==> src/rtl/cascaded_counter_cmp_if.sv <==
// Control/status bundle for cascaded_counter_cmp: count/load controls in,
// counter value, carry chain and compare flags out.
interface cascaded_counter_cmp_if #(
  parameter int STAGE_W = 4,
  parameter int NSTAGES = 4
);
  localparam int WIDTH = STAGE_W * NSTAGES;

  logic               P_0;
  logic               DIR;
  logic               LOAD;
  logic [WIDTH-1:0]   LD_VAL;
  logic [WIDTH-1:0]   CMP;
  logic [WIDTH-1:0]   MASK;
  logic               CLR;
  logic [WIDTH-1:0]   Q;
  logic [NSTAGES-1:0] CARRY;
  logic               TC;
  logic               Z;
  logic               Z_STICKY;

  modport master (
    output P_0, DIR, LOAD, LD_VAL, CMP, MASK, CLR,
    input  Q, CARRY, TC, Z, Z_STICKY
  );

  modport slave (
    input  P_0, DIR, LOAD, LD_VAL, CMP, MASK, CLR,
    output Q, CARRY, TC, Z, Z_STICKY
  );
endinterface

==> src/rtl/cascaded_counter_cmp.sv <==
// Up/down counter built from NSTAGES ripple-enabled stages, with optional
// saturation, registered masked compare and a sticky match flag.
module cascaded_counter_cmp #(
  parameter int STAGE_W  = 4,
  parameter int NSTAGES  = 4,
  parameter int SATURATE = 0
) (
  input logic                   CK,
  input logic                   RST_N,
  cascaded_counter_cmp_if.slave bus
);
  localparam int WIDTH = STAGE_W * NSTAGES;

  logic [NSTAGES-1:0][STAGE_W-1:0] q, q_nxt;
  logic [NSTAGES-1:0]              stg_term;
  logic [NSTAGES-1:0]              carry;
  logic                            tc, hold, match;
  logic                            z, z_sticky;

  // A stage steps only when every lower stage sits at its terminal digit,
  // which reproduces full-width +/-1 without a wide adder.
  for (genvar k = 0; k < NSTAGES; k++) begin : g_stg
    assign stg_term[k] = bus.DIR ? (q[k] == '0) : (q[k] == '1);

    if (k == 0) begin : g_c0
      assign carry[k] = bus.P_0;
    end else begin : g_ck
      assign carry[k] = carry[k-1] & stg_term[k-1];
    end

    assign q_nxt[k] = bus.LOAD          ? bus.LD_VAL[k*STAGE_W +: STAGE_W] :
                      (carry[k] && !hold) ? (bus.DIR ? q[k] - STAGE_W'(1)
                                                     : q[k] + STAGE_W'(1)) :
                      q[k];
  end

  assign tc    = carry[NSTAGES-1] & stg_term[NSTAGES-1];
  assign hold  = (SATURATE != 0) && tc;
  assign match = (((q ^ bus.CMP) & bus.MASK) == '0);

  always_ff @(posedge CK or negedge RST_N) begin
    if (!RST_N) begin
      q        <= '0;
      z        <= 1'b0;
      z_sticky <= 1'b0;
    end else begin
      q        <= q_nxt;
      z        <= match;
      z_sticky <= match | (z_sticky & ~bus.CLR);
    end
  end

  assign bus.Q        = WIDTH'(q);
  assign bus.CARRY    = carry;
  assign bus.TC       = tc;
  assign bus.Z        = z;
  assign bus.Z_STICKY = z_sticky;
endmodule
==> src/flat_wrapper.sv <==
// flat-port wrapper written by rule: the top's interface ports become plain ports
module cascaded_counter_cmp_flat 
#(
  parameter int STAGE_W  = 4,
  parameter int NSTAGES  = 4,
  parameter int SATURATE = 0
)
  (CK, RST_N, bus_P_0, bus_DIR, bus_LOAD, bus_LD_VAL, bus_CMP, bus_MASK, bus_CLR, bus_Q, bus_CARRY, bus_TC, bus_Z, bus_Z_STICKY);
  cascaded_counter_cmp_if #(.STAGE_W(STAGE_W), .NSTAGES(NSTAGES)) bus_i ();
  input logic CK;
  input logic RST_N;
  input wire logic [$bits(bus_i.P_0)-1:0] bus_P_0;
  input wire logic [$bits(bus_i.DIR)-1:0] bus_DIR;
  input wire logic [$bits(bus_i.LOAD)-1:0] bus_LOAD;
  input wire logic [$bits(bus_i.LD_VAL)-1:0] bus_LD_VAL;
  input wire logic [$bits(bus_i.CMP)-1:0] bus_CMP;
  input wire logic [$bits(bus_i.MASK)-1:0] bus_MASK;
  input wire logic [$bits(bus_i.CLR)-1:0] bus_CLR;
  output wire logic [$bits(bus_i.Q)-1:0] bus_Q;
  output wire logic [$bits(bus_i.CARRY)-1:0] bus_CARRY;
  output wire logic [$bits(bus_i.TC)-1:0] bus_TC;
  output wire logic [$bits(bus_i.Z)-1:0] bus_Z;
  output wire logic [$bits(bus_i.Z_STICKY)-1:0] bus_Z_STICKY;
  assign bus_i.P_0 = bus_P_0;
  assign bus_i.DIR = bus_DIR;
  assign bus_i.LOAD = bus_LOAD;
  assign bus_i.LD_VAL = bus_LD_VAL;
  assign bus_i.CMP = bus_CMP;
  assign bus_i.MASK = bus_MASK;
  assign bus_i.CLR = bus_CLR;
  assign bus_Q = bus_i.Q;
  assign bus_CARRY = bus_i.CARRY;
  assign bus_TC = bus_i.TC;
  assign bus_Z = bus_i.Z;
  assign bus_Z_STICKY = bus_i.Z_STICKY;
  cascaded_counter_cmp #(.STAGE_W(STAGE_W), .NSTAGES(NSTAGES), .SATURATE(SATURATE)) u_core (.CK(CK), .RST_N(RST_N), .bus(bus_i));
endmodule
==> config.mk <==
export PLATFORM = sky130hd
export DESIGN_NAME = cascaded_counter_cmp_flat
export DESIGN_NICKNAME = d
export VERILOG_FILES = /design/src/rtl/cascaded_counter_cmp_if.sv /design/src/rtl/cascaded_counter_cmp.sv /design/src/flat_wrapper.sv
export SDC_FILE = /design/constraint.sdc
export NUM_CORES = 1
export LEC_CHECK = 0
export BUFFER_PORTS_ARGS = -buffer_cell sky130_fd_sc_hd__buf_2
export CORE_ASPECT_RATIO = 1.1
export CORE_UTILIZATION = 46
export DETAILED_ROUTE_END_ITERATION = 10
export MAX_ROUTING_LAYER = met4
export PLACE_DENSITY = 0.8
export SLEW_MARGIN = 30
export SYNTH_ARGS = -nofsm -noshare
export SYNTH_HDL_FRONTEND = slang
export SYNTH_SLANG_ARGS = --single-unit
==> constraint.sdc <==
create_clock -name CK -period 2.8 [get_ports CK]
set_clock_uncertainty 0.15 [all_clocks]
set_input_delay 0.56 -clock CK [delete_from_list [all_inputs] [get_ports CK]]
set_output_delay 0.56 -clock CK [all_outputs]
set_load 0.01 [all_outputs]
==> results.txt, run 1 <==
- Startpoint type of the worst setup path: flop
- Number of endpoints failing setup at the final stage: 0
- After clock tree synthesis, the clock-pin slew on the worst setup and hold paths is 0.11 ns.
- Hold is met by 0.0256 ns.
* Static power due to leakage: 0.00106 µW
- Starting density of the core: 0.499
* Max Transition Viols Final: 0
- Worst R2R Setup Slack: between 0.6 and 0.7 ns
- Signal arrival time at the worst endpoint: 2.01 ns
- Relative max-transition margin: 0.723
* Failing checks: design-rule violations
- Power density over the cells: 396 nW/µm²
- Post-detailed-route via-to-cell ratio: 5.43
- Fraction of the cycle the final worst path needs: 0.971
* R2r worst-path depth: 5
- Post-detailed-route count of antenna-violating nets: 0
- Buffers added on ports: 76
- Max-cap violations in this run came to 0.
- Total routed wirelength: ~4.2 mm
- Diode insertion count for antenna repair: 0
- Summed over all failing endpoints, the final setup total negative slack is 0 ns.
* Share of cells above drive strength 1: 0.410
* First-pass GRT wire length: ~6.6 mm
- Syn. warnings: 0
* DRC violations left: 8
- Cell count after synthesis: 164
- Level count of the clock H-tree: 1
- The clock passes through at most 2 buffers.
- The floorplan step defined a die boundary enclosing 3630 µm².
* Number of detailed-routing iterations run before antenna repair: 7
- Average instance area after synthesis: approximately 9.5 µm²
* Run status: complete, but fails checks
* Hold bufs inserted after CTS: 0
- After global routing the overflow that remains totals 0.
- 77 I/O pins were placed.
* Total global routing track utilization: 0.246
- The endpoint identified for the worst register-to-register timing path is u_core.bus.Q[15].
* Most used DFF post-synth: sky130_fd_sc_hd__dfrtp_1
* Proportion of netlist area held by the largest area contributor: 0.289
- Number of violations reported at the end of detailed-routing iteration 0: 71
* RSZ-0062 raised after global routing: false
- The clock reaches the later pin of the worst-skew pair after 0.30 ns.
- Yosys attributes the largest share of cell area to sky130_fd_sc_hd__dfrtp_1, sky130_fd_sc_hd__xor2_1, sky130_fd_sc_hd__ha_1.
- Yosys mapped a number of flops with a built-in enable equal to 0.
- Post-detailed-placement half-perimeter wirelength: between 3 and 4 mm
- Across the VDD grid, the largest voltage drop is around 250 µV.
* Tightest Pin Transition: around 0.42 ns
- Count of nets after finishing: 317
* Worst r2r src: u_core.bus.Q[8]
- Number of global-route vias before repair: 1483
- Number of buffers inserted during clock tree synthesis: 3
- In this run the worst path has a maximum fanout of 6.
- The tightest min-delay check is of the input port to asynchronous set/reset pin type.
- The worst setup path is captured at a primary output.
* Type of the worst setup path: flop to primary output
- Derived from the worst setup path, the maximum achievable clock frequency is 0.368 GHz.
* Wirelength per Cell: approximately 15 µm
- Summed over all instances, the cell type with the most area after synthesis is sky130_fd_sc_hd__dfrtp_1.
* CP Data Required Time: 2.09 ns
- Root Driver: sky130_fd_sc_hd__clkbuf_4
- Async set-or-reset flop fraction in the synthesized netlist: 1.00
- Entering global routing, the biggest net connects 24 pins.
- In this run the vertical extent of the chip is 63.1 µm.
- TritonCTS built the clock tree.
- The number of antenna violations at the first check in global routing is 0.
- Routed vias: around 1500
- Subtracting the final worst setup slack from the clock period gives 2.72 ns.
- Post-synthesis sequential area ratio: 0.289
- Number of hold violations in the final report: 0
* Post-Synthesis Net Count: between 200 and 250
- Die Width: between 50 and 60 µm
* Setup slack of the critical path after layout: between 0.08 and 0.09 ns
- Placeable Area: about 3100 µm²
- Summed instance area of the synthesized netlist: between 1500 and 2000 µm²
* Std-Cell Rows: 21
- Yosys reg bits: 18
- From synthesis to final layout, the design area changed by 33.1%.
- Routability-driven placement finished with a final weighted congestion of 0.844.
- Unique masters post-synth: 36
* Number of clock sinks: 18
- At the placement stage, the worst setup path has a slack of 0.103 ns.
worst max path at each step:
stage	startpoint	endpoint	slack, ns	depth (start not counted)
floorplan	bus_DIR	bus_TC	0.40	4
CTS	u_core.bus.Q[5]	bus_TC	0.007	5
finish	u_core.bus.Q[8]	bus_TC	0.08	5
global placement	bus_DIR	bus_TC	0.14	6
global route	u_core.bus.Q[8]	bus_TC	0.009	5
detailed placement	bus_DIR	bus_TC	0.10	6
layout make-up:
class / instances / area (µm²)
multi-input cells: 130 / 1060
fillers: 266 / 1050
flip-flops and latches: 18 / 455
repair buffers: 85 / 448
inverters: 13 / 48.8
well taps: 34 / 42.5
clock buffers: 3 / 22.5
flip-flops by register name, indices dropped and copies added (netlist names):
name                 count
u_core.bus.Z             1
u_core.bus.Q            16
u_core.bus.Z_STICKY      1
logic make-up (layout without fill, tap and decap cells):
logic type               count (synthesis)  after routing  share of synthesized area
buffers and inverters                   16            101                     0.0409
XOR/XNOR                                28             28                      0.157
AO/OA/AOI/OAI                           38             38                      0.159
flip-flops                              18             18                      0.289
adder cells (fa/ha/maj)                 12             12                      0.116
AND/OR/NAND/NOR                         41             41                      0.157
multiplexers                            11             11                     0.0811
metrics by stage:
stage,cell area (µm²),util,cells,power [µW]
2_1_floorplan,1560,-,164,542
3_3_place_gp,1990,0.636,274,658
3_5_place_dp,1990,0.636,274,674
4_1_cts,2020,0.645,277,810
5_1_grt,2070,0.663,283,881
6_report,2070,0.663,283,822
critical path: stages (launching register included):
cell                      delay, ns
sky130_fd_sc_hd__dfrtp_2       0.47
sky130_fd_sc_hd__or4b_1        0.55
sky130_fd_sc_hd__mux2i_4       0.20
sky130_fd_sc_hd__and3_2        0.23
sky130_fd_sc_hd__nor2b_1       0.12
sky130_fd_sc_hd__buf_2         0.13
cell usage after synthesis, types with 2 or more instances:
| cell type | n |
|---|---|
| sky130_fd_sc_hd__or3_1 | 3 |
| sky130_fd_sc_hd__ha_1 | 8 |
| sky130_fd_sc_hd__o21ai_0 | 9 |
| sky130_fd_sc_hd__a22oi_1 | 8 |
| sky130_fd_sc_hd__mux2i_1 | 7 |
| sky130_fd_sc_hd__mux2_2 | 2 |
| sky130_fd_sc_hd__fa_1 | 4 |
| sky130_fd_sc_hd__nand4b_1 | 3 |
| sky130_fd_sc_hd__dfrtp_1 | 18 |
| sky130_fd_sc_hd__clkbuf_1 | 2 |
| sky130_fd_sc_hd__a21oi_1 | 6 |
| sky130_fd_sc_hd__nor2_1 | 8 |
| sky130_fd_sc_hd__o21ai_1 | 6 |
| sky130_fd_sc_hd__nand4_1 | 2 |
| sky130_fd_sc_hd__inv_1 | 11 |
| sky130_fd_sc_hd__a31oi_1 | 3 |
| sky130_fd_sc_hd__xor2_1 | 17 |
| sky130_fd_sc_hd__xnor2_1 | 11 |
| sky130_fd_sc_hd__a21o_1 | 4 |
| sky130_fd_sc_hd__clkinv_1 | 2 |
| sky130_fd_sc_hd__nand2_1 | 15 |
cells in the final DEF, fill, tap and decap left out, types with 2 or more instances in the layout:
master / count
sky130_fd_sc_hd__ha_1: 8
sky130_fd_sc_hd__inv_1: 11
sky130_fd_sc_hd__nand4b_1: 3
sky130_fd_sc_hd__dfrtp_2: 4
sky130_fd_sc_hd__mux2i_1: 6
sky130_fd_sc_hd__o21ai_1: 6
sky130_fd_sc_hd__mux2_2: 2
sky130_fd_sc_hd__nor2_1: 8
sky130_fd_sc_hd__a31oi_1: 3
sky130_fd_sc_hd__clkbuf_4: 3
sky130_fd_sc_hd__o21ai_0: 9
sky130_fd_sc_hd__a22oi_1: 8
sky130_fd_sc_hd__a21o_1: 4
sky130_fd_sc_hd__fa_1: 4
sky130_fd_sc_hd__buf_4: 9
sky130_fd_sc_hd__buf_2: 76
sky130_fd_sc_hd__mux2i_4: 2
sky130_fd_sc_hd__or3_1: 3
sky130_fd_sc_hd__nand2_1: 15
sky130_fd_sc_hd__dfrtp_1: 14
sky130_fd_sc_hd__clkinv_1: 2
sky130_fd_sc_hd__xnor2_1: 11
sky130_fd_sc_hd__a21oi_1: 6
sky130_fd_sc_hd__nand4_1: 2
sky130_fd_sc_hd__xor2_1: 17
what timing repair did:
item	4_1_cts	5_1_grt
endpoints found under the hold margin	0	0
resized for setup	1	5
setup buffers	0	6
pin swaps	0	0
setup endpoints to repair	1	1
where the power goes:
group,internal (µW),total [µW],switching (µW)
Sequential,289,341,52.6
Combinational,176,347,171
Clock,50.1,134,83.8
Total,515,822,307
metal layers:
metal,vias to the layer above,global-route usage,share of wire
li1,753,-,-
met1,696,0.296,0.42
met2,79,0.417,0.49
met3,8,0.0226,0.068
met4,0,0.104,0.016
met5,-,-,0
(Power assumes the default switching activity.)
==> run 2: changes to the inputs <==
CORE_UTILIZATION = 45   (was 46)
CTS_CLUSTER_DIAMETER = 40   (was not set)
PLACE_DENSITY = 0.79   (was 0.8)
SLEW_MARGIN = 20   (was 30)
==> run 2 against run 1 <==
  * The run now ends clean
  * Combinational power is 5% lower
  * Critical path depth stayed put
  * Highest routed layer unchanged
  * Sequential share of layout area is 0.18 points lower
  * Utilization is 3.7 points lower
  * Maximum frequency is 1.5% higher
==> results.txt, run 2 (synthesis results as in run 1) <==
* Number of hold violations in the final report: 0
* Starting density of the core: 0.468
* Run status: finished, final reports clean
- Die Width: 58.1 µm
- The clock drives 18 sinks.
* First-pass GRT wire length: 6.38 mm
* Setup slack of the critical path after layout: 0.123 ns
- The signal on the critical path passes through or4b_4 > mux2i_4 > and3_2 > nor2b_1 > buf_2.
- Clk pin slew, worst setup/hold paths: 0.12 ns
- The worst setup path is launched from a flop.
- Maximum net fanout on the critical path: 7
- Highest clock frequency the design can meet: 0.373 GHz
* I/O pins: 77
* Worst r2r src: u_core.bus.Q[5]
* Number of detailed-routing iterations run before antenna repair: 4
* Placeable Area: 3330 µm²
* Final standard cell count with taps included and fillers excluded: 296
* Largest register FFs: 16
- TritonCTS clock tree: done
- Measured against its own limit, the worst slew margin works out to 0.711.
- Die Span Y: 63.7 µm
* Maximum count of clock buffers along a single path: 2
- Max Transition Viols Final: 0
- The repair_antennas step left the layout with diodes totalling 0.
- Slowest cell on the critical path: sky130_fd_sc_hd__or4b_4
* Wirelength per Cell: 13.4 µm
- In this run the remaining antenna-violating nets after routing total 0.
- Counting both buffers and inverters, the worst setup path holds a total of 1.
- In this run, placement finished with an instance count of 289.
* Std-Cell Rows: 22
* CP Data Required Time: 2.09 ns
- Leaving out fill and tap cells, the most frequent cell in the layout is sky130_fd_sc_hd__buf_2.
* Post-detailed-route via-to-cell ratio: 5.10
* GP Congestion: about 0.81
- Total Negative Setup Slacks: 0 ns
- Sort of element at the end of the critical path: primary output
- The design draws approximately 850 µW.
- The net count of the finished layout is 315.
* Die Footprint: 3700 µm²
- Final global-route overflow total: 0
- Root Driver: sky130_fd_sc_hd__clkbuf_4
- The worst path needs 2.68 ns of the cycle, external delays included.
- Terminus of the critical flop-to-flop path: u_core.bus.Q[11]
- Dpl ws: 0.137 ns
- After detailed placement, the total cell area comes to between 2000 and 2500 µm².
- From synthesis to final layout, the design area changed by 33.8%.
* Post-route cell area: about 2100 µm²
- Routed vias: 1511
- Number of antenna violations at the first check in global routing: 0
* Level count of the clock H-tree: 1
- Of the cells placed in the final design, the portion with a size suffix greater than 1 is 0.399.
- Dividing total power by cell area gives a power density of around 400 nW/µm².
- Total routed wirelength: 3.98 mm
- For this run, design rule violations remaining after detail routing come to 0.
- Across every metal layer, demand over resource in global routing totals 0.229.
- Number of max-cap violations: 0
* Maximum vdd drop: 188 µV
- The detailed router finished its first iteration with 47 violations.
- Worst R2R Setup Slack: a little under 0.6 ns
- Number of buffers inserted during clock tree synthesis: 3
* Number of endpoints failing setup at the final stage: 0
- Buffers added on ports: 76
- Number of global-route vias before repair: 1466
* Fraction of the cycle the final worst path needs: 0.956
- Worst min path class: input port to asynchronous set/reset pin
* Dominant delay contributor by cell family on the critical path: simple AND/OR/NAND/NOR gates
* RSZ-0062 raised after global routing: false
- In this design, the stage delay of the slowest critical-path cell is between 0.5 and 0.6 ns.
* Signal arrival time at the worst endpoint: 1.97 ns
- The top cell types in the final layout, fill and taps aside, are sky130_fd_sc_hd__buf_2, sky130_fd_sc_hd__xor2_1, sky130_fd_sc_hd__nand2_1, sky130_fd_sc_hd__dfrtp_1.
- The setup path with the least slack is of type flop to primary output.
* Static power due to leakage: 0.00107 µW
- Skew-Pair Late Insertion Delay: 0.30 ns
- The number of cells on the worst reg-to-reg path is 6.
- Entering global routing, the biggest net connects 24 pins.
* Post-detailed-placement half-perimeter wirelength: 3.10 mm
- At the pin with the least slew margin, the transition time is 0.434 ns.
-- run 2: changes by cell type in the layout (fill, tap and decap cells not counted), sizes merged --
| cell | delta |
|---|---|
| buf | -2 |
| clkbuf | +1 |
-- run 2: routing by layer --
| layer | vias to the layer above | global-route usage | share of wire |
|---|---|---|---|
| met5 | - | - | 0 |
| li1 | 746 | - | - |
| met4 | 0 | 0.0655 | 0.0086 |
| met3 | 4 | 0.0243 | 0.049 |
| met1 | 709 | 0.288 | 0.44 |
| met2 | 52 | 0.386 | 0.50 |
-- run 2: stage by stage --
step	hold slack (ns)	utilization
finish	0.0251	0.626
global route	0.0508	0.626
CTS	0.0393	0.616
detailed placement	0.374	0.605
global placement	0.370	0.605
floorplan	0.114	-
-- run 2: what timing repair did --
| action | 4_1_cts | 5_1_grt |
|---|---|---|
| gates resized for setup | 0 | 4 |
| setup buffers | 0 | 3 |
| endpoints found under the setup margin | 0 | 1 |
| hold buffers | 0 | 0 |
-- run 2: power by group --
group / internal [µW] / switching [µW] / leakage (µW) / total, µW
Combinational: 169 / 162 / 0.000834 / 331
Sequential: 289 / 56.6 / 0.000214 / 345
Clock: 79.3 / 91.0 / 0.0000210 / 170
Total: 537 / 310 / 0.00107 / 847
-- run 2: how the worst max path moves through the flow --
stage,from,end,slack (ns),cells past startpoint
3_3_place_gp,bus_DIR,bus_TC,0.16,6
5_1_grt,u_core.bus.Q[5],bus_TC,0.01,5
6_report,u_core.bus.Q[5],bus_TC,0.12,5
3_5_place_dp,bus_DIR,bus_TC,0.14,6
2_1_floorplan,bus_DIR,bus_TC,0.40,4
4_1_cts,u_core.bus.Q[5],bus_TC,0.01,5
-- run 2: area by class of cell --
class | count | area, µm²
Fill cell | 309 | 1240
Tap cell | 48 | 60.1
Clock buffer | 4 | 36.3
Timing Repair Buffer | 83 | 433
Multi-Input combinational cell | 130 | 1050
Sequential cell | 18 | 454
Inverter | 13 | 48.8
